<file path="src/rtl/epp_regs_bridge_if.sv">
// epp_regs_bridge_if: signal bundle between the EPP slave, the register bridge and the
// FPGA-internal register bus.
//
//   REGS_*   request/acknowledge handshake with the EPP slave core side
//   BUS_*    single-master internal register bus
//   ERR_OUT  sticky bus-timeout flag
//
// Modports:
//   slave  - the bridge's view (epp_regs_bridge)
//   master - the environment's view (EPP slave + bus target, or a testbench)
interface epp_regs_bridge_if;

    // EPP slave side
    logic       REGS_WRITE_REQ_IN;
    logic       REGS_READ_REQ_IN;
    logic       REGS_ADDR_SEL_IN;
    logic       REGS_DATA_SEL_IN;
    logic [7:0] REGS_WRITE_DATA_IN;
    logic       REGS_WRITE_ACK_OUT;
    logic       REGS_READ_ACK_OUT;
    logic [7:0] REGS_READ_DATA_OUT;

    // Internal register bus side
    logic [7:0] BUS_ADDR_OUT;
    logic       BUS_WR_OUT;
    logic       BUS_RD_OUT;
    logic [7:0] BUS_WDATA_OUT;
    logic [7:0] BUS_RDATA_IN;
    logic       BUS_ACK_IN;

    logic       ERR_OUT;

    modport slave (
        input  REGS_WRITE_REQ_IN,
        input  REGS_READ_REQ_IN,
        input  REGS_ADDR_SEL_IN,
        input  REGS_DATA_SEL_IN,
        input  REGS_WRITE_DATA_IN,
        output REGS_WRITE_ACK_OUT,
        output REGS_READ_ACK_OUT,
        output REGS_READ_DATA_OUT,
        output BUS_ADDR_OUT,
        output BUS_WR_OUT,
        output BUS_RD_OUT,
        output BUS_WDATA_OUT,
        input  BUS_RDATA_IN,
        input  BUS_ACK_IN,
        output ERR_OUT
    );

    modport master (
        output REGS_WRITE_REQ_IN,
        output REGS_READ_REQ_IN,
        output REGS_ADDR_SEL_IN,
        output REGS_DATA_SEL_IN,
        output REGS_WRITE_DATA_IN,
        input  REGS_WRITE_ACK_OUT,
        input  REGS_READ_ACK_OUT,
        input  REGS_READ_DATA_OUT,
        input  BUS_ADDR_OUT,
        input  BUS_WR_OUT,
        input  BUS_RD_OUT,
        input  BUS_WDATA_OUT,
        output BUS_RDATA_IN,
        output BUS_ACK_IN,
        input  ERR_OUT
    );

endinterface

</file>
<file path="src/rtl/epp_regs_bridge.sv">
// epp_regs_bridge: sequences EPP slave register accesses onto the internal register bus.
//
// Address accesses read/write the local 8-bit address register. Data accesses become one
// bus transaction at that address; the strobe is held until BUS_ACK_IN or until TIMEOUT
// cycles pass, in which case ERR_OUT is set and reads return ERR_DATA. Each request gets
// exactly one ACK pulse; the bridge then waits for both REQ levels to drop.
//
// Ports:
//   CLK        core clock
//   RST_ASYNC  asynchronous reset, active-high
//   RST_SYNC   synchronous reset, active-high (same reset values)
//   EN         clock enable; when low all state and outputs hold
//   eppIf      EPP handshake + register bus signals (slave modport)
//
// All outputs are registered, so an asynchronous reset clears them immediately.
module epp_regs_bridge #(
    parameter int unsigned AUTO_INC = 1,      // 1: address register increments after data access
    parameter int unsigned TIMEOUT  = 255,    // bus wait limit in cycles, 1..255
    parameter logic [7:0]  ERR_DATA = 8'hEE   // read data on a timed-out bus read
) (
    input  logic               CLK,
    input  logic               RST_ASYNC,
    input  logic               RST_SYNC,
    input  logic               EN,
    epp_regs_bridge_if.slave   eppIf
);

    localparam logic [7:0] TimeoutLoad = 8'(TIMEOUT);

    typedef enum logic [1:0] {
        StIdle = 2'd0,
        StBus  = 2'd1,
        StAck  = 2'd2,
        StRel  = 2'd3
    } state_e;

    state_e     stateQ,    stateD;
    logic [7:0] addrQ,     addrD;
    logic [7:0] cntQ,      cntD;
    logic [7:0] rdataQ,    rdataD;
    logic [7:0] wdataQ,    wdataD;
    logic       busWrQ,    busWrD;
    logic       busRdQ,    busRdD;
    logic       writeAckQ, writeAckD;
    logic       readAckQ,  readAckD;
    logic       errQ,      errD;
    // Direction and target of the access in flight, needed in BUS/ACK.
    logic       isReadQ,   isReadD;
    logic       isDataQ,   isDataD;

    logic wrReq;
    logic rdReq;
    logic oneReq;

    assign wrReq  = eppIf.REGS_WRITE_REQ_IN;
    assign rdReq  = eppIf.REGS_READ_REQ_IN;
    // Simultaneous write and read requests are malformed and ignored.
    assign oneReq = wrReq ^ rdReq;

    // Next-state and output logic
    always_comb begin
        stateD    = stateQ;
        addrD     = addrQ;
        cntD      = cntQ;
        rdataD    = rdataQ;
        wdataD    = wdataQ;
        busWrD    = busWrQ;
        busRdD    = busRdQ;
        writeAckD = 1'b0;
        readAckD  = 1'b0;
        errD      = errQ;
        isReadD   = isReadQ;
        isDataD   = isDataQ;

        if (RST_SYNC) begin
            stateD  = StIdle;
            addrD   = 8'h00;
            cntD    = 8'h00;
            rdataD  = 8'h00;
            wdataD  = 8'h00;
            busWrD  = 1'b0;
            busRdD  = 1'b0;
            errD    = 1'b0;
            isReadD = 1'b0;
            isDataD = 1'b0;
        end else begin
            case (stateQ)
                StIdle: begin
                    if (oneReq && eppIf.REGS_ADDR_SEL_IN) begin
                        // Address register access; ADDR_SEL has priority over DATA_SEL.
                        isReadD = rdReq;
                        isDataD = 1'b0;
                        if (wrReq) begin
                            addrD = eppIf.REGS_WRITE_DATA_IN;
                            errD  = 1'b0;
                        end else begin
                            rdataD = addrQ;
                        end
                        stateD = StAck;
                    end else if (oneReq && eppIf.REGS_DATA_SEL_IN) begin
                        isReadD = rdReq;
                        isDataD = 1'b1;
                        busWrD  = wrReq;
                        busRdD  = rdReq;
                        wdataD  = eppIf.REGS_WRITE_DATA_IN;
                        cntD    = TimeoutLoad;
                        stateD  = StBus;
                    end
                end

                StBus: begin
                    cntD = cntQ - 8'd1;
                    // An ack on the final counter cycle wins over the timeout.
                    if (eppIf.BUS_ACK_IN) begin
                        busWrD = 1'b0;
                        busRdD = 1'b0;
                        if (isReadQ) begin
                            rdataD = eppIf.BUS_RDATA_IN;
                        end
                        stateD = StAck;
                    end else if (cntQ <= 8'd1) begin
                        busWrD = 1'b0;
                        busRdD = 1'b0;
                        errD   = 1'b1;
                        if (isReadQ) begin
                            rdataD = ERR_DATA;
                        end
                        stateD = StAck;
                    end
                end

                StAck: begin
                    writeAckD = ~isReadQ;
                    readAckD  = isReadQ;
                    if (isDataQ && (AUTO_INC != 0)) begin
                        addrD = addrQ + 8'd1;
                    end
                    stateD = StRel;
                end

                StRel: begin
                    // Wait for the slave to release REQ so one request yields one ACK.
                    if (!wrReq && !rdReq) begin
                        stateD = StIdle;
                    end
                end

                default: begin
                    stateD = StIdle;
                    busWrD = 1'b0;
                    busRdD = 1'b0;
                end
            endcase
        end
    end

    // State register; RST_SYNC is folded into the next-state values and overrides EN.
    always_ff @(posedge CLK or posedge RST_ASYNC) begin
        if (RST_ASYNC) begin
            stateQ    <= StIdle;
            addrQ     <= 8'h00;
            cntQ      <= 8'h00;
            rdataQ    <= 8'h00;
            wdataQ    <= 8'h00;
            busWrQ    <= 1'b0;
            busRdQ    <= 1'b0;
            writeAckQ <= 1'b0;
            readAckQ  <= 1'b0;
            errQ      <= 1'b0;
            isReadQ   <= 1'b0;
            isDataQ   <= 1'b0;
        end else if (EN || RST_SYNC) begin
            stateQ    <= stateD;
            addrQ     <= addrD;
            cntQ      <= cntD;
            rdataQ    <= rdataD;
            wdataQ    <= wdataD;
            busWrQ    <= busWrD;
            busRdQ    <= busRdD;
            writeAckQ <= writeAckD;
            readAckQ  <= readAckD;
            errQ      <= errD;
            isReadQ   <= isReadD;
            isDataQ   <= isDataD;
        end
    end

    assign eppIf.REGS_WRITE_ACK_OUT = writeAckQ;
    assign eppIf.REGS_READ_ACK_OUT  = readAckQ;
    assign eppIf.REGS_READ_DATA_OUT = rdataQ;
    assign eppIf.BUS_ADDR_OUT       = addrQ;
    assign eppIf.BUS_WR_OUT         = busWrQ;
    assign eppIf.BUS_RD_OUT         = busRdQ;
    assign eppIf.BUS_WDATA_OUT      = wdataQ;
    assign eppIf.ERR_OUT            = errQ;

endmodule
</file>
<file path="src/flat_wrapper.sv">
// flat-port wrapper written by rule: the top's interface ports become plain ports
module epp_regs_bridge_flat 
#(
    parameter int unsigned AUTO_INC = 1,                                                         
    parameter int unsigned TIMEOUT  = 255,                                       
    parameter logic [7:0]  ERR_DATA = 8'hEE                                       
)
  (CLK, RST_ASYNC, RST_SYNC, EN, eppIf_REGS_WRITE_REQ_IN, eppIf_REGS_READ_REQ_IN, eppIf_REGS_ADDR_SEL_IN, eppIf_REGS_DATA_SEL_IN, eppIf_REGS_WRITE_DATA_IN, eppIf_REGS_WRITE_ACK_OUT, eppIf_REGS_READ_ACK_OUT, eppIf_REGS_READ_DATA_OUT, eppIf_BUS_ADDR_OUT, eppIf_BUS_WR_OUT, eppIf_BUS_RD_OUT, eppIf_BUS_WDATA_OUT, eppIf_BUS_RDATA_IN, eppIf_BUS_ACK_IN, eppIf_ERR_OUT);
  epp_regs_bridge_if eppIf_i ();
  input  logic CLK;
  input  logic RST_ASYNC;
  input  logic RST_SYNC;
  input  logic EN;
  input wire logic [$bits(eppIf_i.REGS_WRITE_REQ_IN)-1:0] eppIf_REGS_WRITE_REQ_IN;
  input wire logic [$bits(eppIf_i.REGS_READ_REQ_IN)-1:0] eppIf_REGS_READ_REQ_IN;
  input wire logic [$bits(eppIf_i.REGS_ADDR_SEL_IN)-1:0] eppIf_REGS_ADDR_SEL_IN;
  input wire logic [$bits(eppIf_i.REGS_DATA_SEL_IN)-1:0] eppIf_REGS_DATA_SEL_IN;
  input wire logic [$bits(eppIf_i.REGS_WRITE_DATA_IN)-1:0] eppIf_REGS_WRITE_DATA_IN;
  output wire logic [$bits(eppIf_i.REGS_WRITE_ACK_OUT)-1:0] eppIf_REGS_WRITE_ACK_OUT;
  output wire logic [$bits(eppIf_i.REGS_READ_ACK_OUT)-1:0] eppIf_REGS_READ_ACK_OUT;
  output wire logic [$bits(eppIf_i.REGS_READ_DATA_OUT)-1:0] eppIf_REGS_READ_DATA_OUT;
  output wire logic [$bits(eppIf_i.BUS_ADDR_OUT)-1:0] eppIf_BUS_ADDR_OUT;
  output wire logic [$bits(eppIf_i.BUS_WR_OUT)-1:0] eppIf_BUS_WR_OUT;
  output wire logic [$bits(eppIf_i.BUS_RD_OUT)-1:0] eppIf_BUS_RD_OUT;
  output wire logic [$bits(eppIf_i.BUS_WDATA_OUT)-1:0] eppIf_BUS_WDATA_OUT;
  input wire logic [$bits(eppIf_i.BUS_RDATA_IN)-1:0] eppIf_BUS_RDATA_IN;
  input wire logic [$bits(eppIf_i.BUS_ACK_IN)-1:0] eppIf_BUS_ACK_IN;
  output wire logic [$bits(eppIf_i.ERR_OUT)-1:0] eppIf_ERR_OUT;
  assign eppIf_i.REGS_WRITE_REQ_IN = eppIf_REGS_WRITE_REQ_IN;
  assign eppIf_i.REGS_READ_REQ_IN = eppIf_REGS_READ_REQ_IN;
  assign eppIf_i.REGS_ADDR_SEL_IN = eppIf_REGS_ADDR_SEL_IN;
  assign eppIf_i.REGS_DATA_SEL_IN = eppIf_REGS_DATA_SEL_IN;
  assign eppIf_i.REGS_WRITE_DATA_IN = eppIf_REGS_WRITE_DATA_IN;
  assign eppIf_REGS_WRITE_ACK_OUT = eppIf_i.REGS_WRITE_ACK_OUT;
  assign eppIf_REGS_READ_ACK_OUT = eppIf_i.REGS_READ_ACK_OUT;
  assign eppIf_REGS_READ_DATA_OUT = eppIf_i.REGS_READ_DATA_OUT;
  assign eppIf_BUS_ADDR_OUT = eppIf_i.BUS_ADDR_OUT;
  assign eppIf_BUS_WR_OUT = eppIf_i.BUS_WR_OUT;
  assign eppIf_BUS_RD_OUT = eppIf_i.BUS_RD_OUT;
  assign eppIf_BUS_WDATA_OUT = eppIf_i.BUS_WDATA_OUT;
  assign eppIf_i.BUS_RDATA_IN = eppIf_BUS_RDATA_IN;
  assign eppIf_i.BUS_ACK_IN = eppIf_BUS_ACK_IN;
  assign eppIf_ERR_OUT = eppIf_i.ERR_OUT;
  epp_regs_bridge #(.AUTO_INC(AUTO_INC), .TIMEOUT(TIMEOUT), .ERR_DATA(ERR_DATA)) u_core (.CLK(CLK), .RST_ASYNC(RST_ASYNC), .RST_SYNC(RST_SYNC), .EN(EN), .eppIf(eppIf_i));
endmodule
</file>
<file path="config.mk">
export PLATFORM = sky130hd
export DESIGN_NAME = epp_regs_bridge_flat
export DESIGN_NICKNAME = d
export VERILOG_FILES = /design/src/rtl/epp_regs_bridge_if.sv /design/src/rtl/epp_regs_bridge.sv /design/src/flat_wrapper.sv
export SDC_FILE = /design/constraint.sdc
export NUM_CORES = 1
export LEC_CHECK = 0
export BUFFER_PORTS_ARGS = -buffer_cell sky130_fd_sc_hd__buf_4
export CAP_MARGIN = 0
export CORE_ASPECT_RATIO = 0.5
export CORE_UTILIZATION = 30
export DETAILED_ROUTE_END_ITERATION = 8
export PLACE_DENSITY = 0.59
export SLEW_MARGIN = 10
export SYNTH_ARGS = -nofsm -noshare
export SYNTH_HDL_FRONTEND = slang
export SYNTH_SLANG_ARGS = --single-unit
</file>
<file path="constraint.sdc">
create_clock -name CLK -period 2.9 [get_ports CLK]
set_clock_uncertainty 0.2 [all_clocks]
set_input_delay 0 -clock CLK [delete_from_list [all_inputs] [get_ports CLK]]
set_output_delay 0 -clock CLK [all_outputs]
set_load 0.03 [all_outputs]
</file>
==> impl_metrics.toml <==
[synth]
synthArstFlopShare_pct = 100
ys.flop_type = "dfrtp_1"
syn-num-nets = 287
syn_area_um2 = 2370
postSynthCellCount = 254
synth-seq-area-share_pct = 43.2
synth_edf_count = 0
synth_seq_cells = 41
yosys_warnings = 0
ys_types = 46
yosysTopAreaCell = "dfrtp_1"
synth_area_leaders = "dfrtp_1, mux2i_1, o21ai_0"
syn-mean-instance-area_um2 = 9.35
synth_top_area_share_pct = 43.2

[finish]
fin_area_um2 = 3400
fin_nets = 370
antennaDiodeCount = 0
area_growth_pct = 43.1
drive_gt1_share_pct = 21.9
post-route-util_pct = 45.4
instances_no_fill = 446

[timing]
slew_headroom_pct = 59.8
min_period_over_period_pct = 92.5
hold_ws_ns = 0.0464
tns_ns = 0
fmax_mhz = 373
setup_violations = 0
hold_viol = 0
tightestPinTransition_ns = 0.603
rsz0062_at_grt = "no"
fin_crit_ns = 2.68
drv_slew = 0

[clock_network]
cts_tree = "done"
cts_setup_buffers = 0
clkSlewWorstSetupHoldPaths_ns = 0.06
cts_buffer_depth = 2
clock_latency_ns = 0.28
cts-buffers-inserted = 5
numClockSinks = 41
h-tree-depth = 2
clockRootBuffer = "clkbuf_16"
cts_resized = 0

[setup_path]
timing.rr.start = "u_core.stateQ[0]"
worst_ep_arrival_time_ns = 2.65
worst-r2r-cell-count = 8
critPathSlowestCell = "dlygate4sd3_1"
reg2reg_slack_ns = 0.22
worstSetupPathType = "flop to flop"
cp_max_fo = 11
critPathLaunchType = "flop"
cp.required_ns = 2.87
crit_chain = "inv_1 -> ha_1 -> nand2_1 -> nor3_1 -> buf_4 -> mux2i_1 -> nor2_1 -> dlygate4sd3_1"
worstSetupEndpointType = "flop"
worst_path_largest_cell_delay_ns = 0.57
r2r_end = "u_core.eppIf.BUS_WDATA_OUT[5]"

[job]
cap_violations = 0

[placement]
portBuffers = 53
placedCellCount = 406
finalWeightedCongestion = 0.789
dpl.hpwl_um = 4460
dpl-instance-area_um2 = 2880

[detailed_routing]
wl_um = 6700
vias = 2303
vias_per_cell = 5.16
drt_iter0_markers = 119
antenna_left = 0
remaining_drc_errors = 0
avgRoutedWirePerCell_um = 15.0
drt_first_pass_iters = 4

[min_path]
min_to = "u_core.eppIf.REGS_READ_DATA_OUT[6]"
min_path_type = "input pin to flop"
hp-start = "eppIf_BUS_RDATA_IN[6]"
hold_depth = 5

[grt]
grt.total_usage_pct = 17.2
antenna_found_initial = 0
grt_pass1_vias = 2302
grt_remaining_overflow = 0
grt_pass1_wl_um = 11200
grt_start_max_net_pins = 42

[floorplanning]
coreArea_um2 = 7490
fp.dieW_um = 128
die_area_um2 = 8300
ioPinCount = 54
start_util_pct = 31.7
rows = 22
die_h_um = 64.9

[power_and_ir_drop]
p_per_area_nw_per_um2 = 552
power_leakage_nw = 1.49
irDropWorstVdd_mv = 0.272

[outcome]
status = "complete, no violations"
-- timing repair --
action,in CTS,in global routing
endpoints found under the hold margin,75,0
hold buffers,32,0
setup endpoints to repair,0,0
-- worst max path at each step --
| stage | start | end | slack (ns) | cells past startpoint |
|---|---|---|---|---|
| 2_1_floorplan | u_core.stateQ[0] | u_core.eppIf.BUS_ADDR_OUT[7] | 0.84 | 7 |
| 3_3_place_gp | u_core.stateQ[0] | u_core.eppIf.REGS_READ_DATA_OUT[0] | 0.74 | 6 |
| 3_5_place_dp | u_core.stateQ[0] | u_core.eppIf.REGS_READ_DATA_OUT[0] | 0.63 | 6 |
| 4_1_cts | u_core.stateQ[0] | u_core.eppIf.BUS_WDATA_OUT[2] | 0.26 | 8 |
| 5_1_grt | u_core.stateQ[0] | u_core.eppIf.BUS_WDATA_OUT[5] | 0.08 | 8 |
| 6_report | u_core.stateQ[0] | u_core.eppIf.BUS_WDATA_OUT[5] | 0.22 | 8 |
-- logic make-up (layout without fill, tap and decap cells) --
kind of cell / Yosys count / in the layout / share of synthesized area, %
adders and majority gates: 8 / 8 / 4.22
muxes: 11 / 11 / 4.64
buffers and inverters: 29 / 113 / 5.11
AOI/OAI and AO/OA: 92 / 92 / 27.1
and+or+nand+nor: 73 / 73 / 15.8
DFF: 41 / 41 / 43.2
-- routing by layer --
metal / GRT usage [%] / share of wire (%) / up-vias
li1: - / - / 1118
met3: 3.63 / 3.4 / 11
met5: 0 / 0 / -
met1: 21.5 / 45 / 1124
met4: 6.62 / 1.6 / 0
met2: 29.5 / 49 / 50
-- cells in the final DEF, fill, tap and decap left out, types with 2 or more instances in the layout --
master and n:
a211o_1 2, a211oi_1 5, a21o_1 2, a21oi_1 20
a221oi_1 2, a311oi_1 2, a32o_1 2, a41oi_1 3
and2_1 2, buf_4 59, bufinv_16 2, clkbuf_16 5
dfrtp_1 41, dlygate4sd3_1 32, ha_1 8, inv_1 13
mux2i_1 11, nand2_1 17, nand2b_1 6, nand3_1 7
nand3b_1 2, nor2_1 16, nor2b_1 5, nor3_1 5
o211ai_1 6, o21a_1 4, o21ai_0 21, o221a_2 2
o221ai_1 3, o22ai_1 5, o41ai_1 8, or3_1 4
or4_1 2
-- synth_stat cells, types with 2 or more instances --
cell type	count
a211o_1	2
a211oi_1	5
a21o_1	2
a21oi_1	20
a221oi_1	2
a311oi_1	2
a32o_1	2
a41oi_1	3
and2_1	2
buf_1	2
buf_2	4
clkbuf_1	8
dfrtp_1	41
ha_1	8
inv_1	13
mux2i_1	11
nand2_1	17
nand2b_1	6
nand3_1	7
nand3b_1	2
nor2_1	16
nor2b_1	5
nor3_1	5
o211ai_1	6
o21a_1	4
o21ai_0	21
o221a_2	2
o221ai_1	3
o22ai_1	5
o41ai_1	8
or3_1	4
or4_1	2
-- area by class of cell --
cell class	count	area, um2
fill	741	4090
multi-input combinational	184	1230
sequential	41	1030
timing repair buffer	91	763
tap	108	135
clock buffer	5	125
clock inverter	3	68.8
inverter	14	52.6
-- stage by stage --
| stage | setup slack, ns | total power, mW |
|---|---|---|
| 2_1_floorplan | 0.842 | 0.971 |
| 3_3_place_gp | 0.736 | 1.11 |
| 3_5_place_dp | 0.634 | 1.12 |
| 4_1_cts | 0.265 | 1.89 |
| 5_1_grt | 0.0752 | 1.98 |
| 6_report | 0.218 | 1.88 |
-- power breakdown --
| group | switching [mW] | leakage [nW] | internal (mW) |
|---|---|---|---|
| Clock | 0.233 | 0.0944 | 0.496 |
| Sequential | 0.0452 | 0.566 | 0.610 |
| Combinational | 0.286 | 0.835 | 0.207 |
| Total | 0.564 | 1.49 | 1.31 |
-- registers in the layout, summed over array words and instances (netlist names) --
name / cells
u_core.eppIf.REGS_READ_ACK_OUT: 1
u_core.stateQ: 2
u_core.eppIf.BUS_WR_OUT: 1
u_core.isDataQ: 1
u_core.eppIf.BUS_ADDR_OUT: 8
u_core.eppIf.BUS_WDATA_OUT: 8
u_core.eppIf.REGS_READ_DATA_OUT: 8
u_core.isReadQ: 1
u_core.eppIf.REGS_WRITE_ACK_OUT: 1
u_core.eppIf.BUS_RD_OUT: 1
u_core.cntQ: 8
u_core.eppIf.ERR_OUT: 1
-- critical path, delay by kind of cell, from the launching register on --
family / cells / cell delay [ns]
buf+inv: 3 / 0.93
flops: 1 / 0.42
simple gates: 3 / 0.42
fa+ha+maj: 1 / 0.37
mux: 1 / 0.23
(Power assumes the default switching activity.)
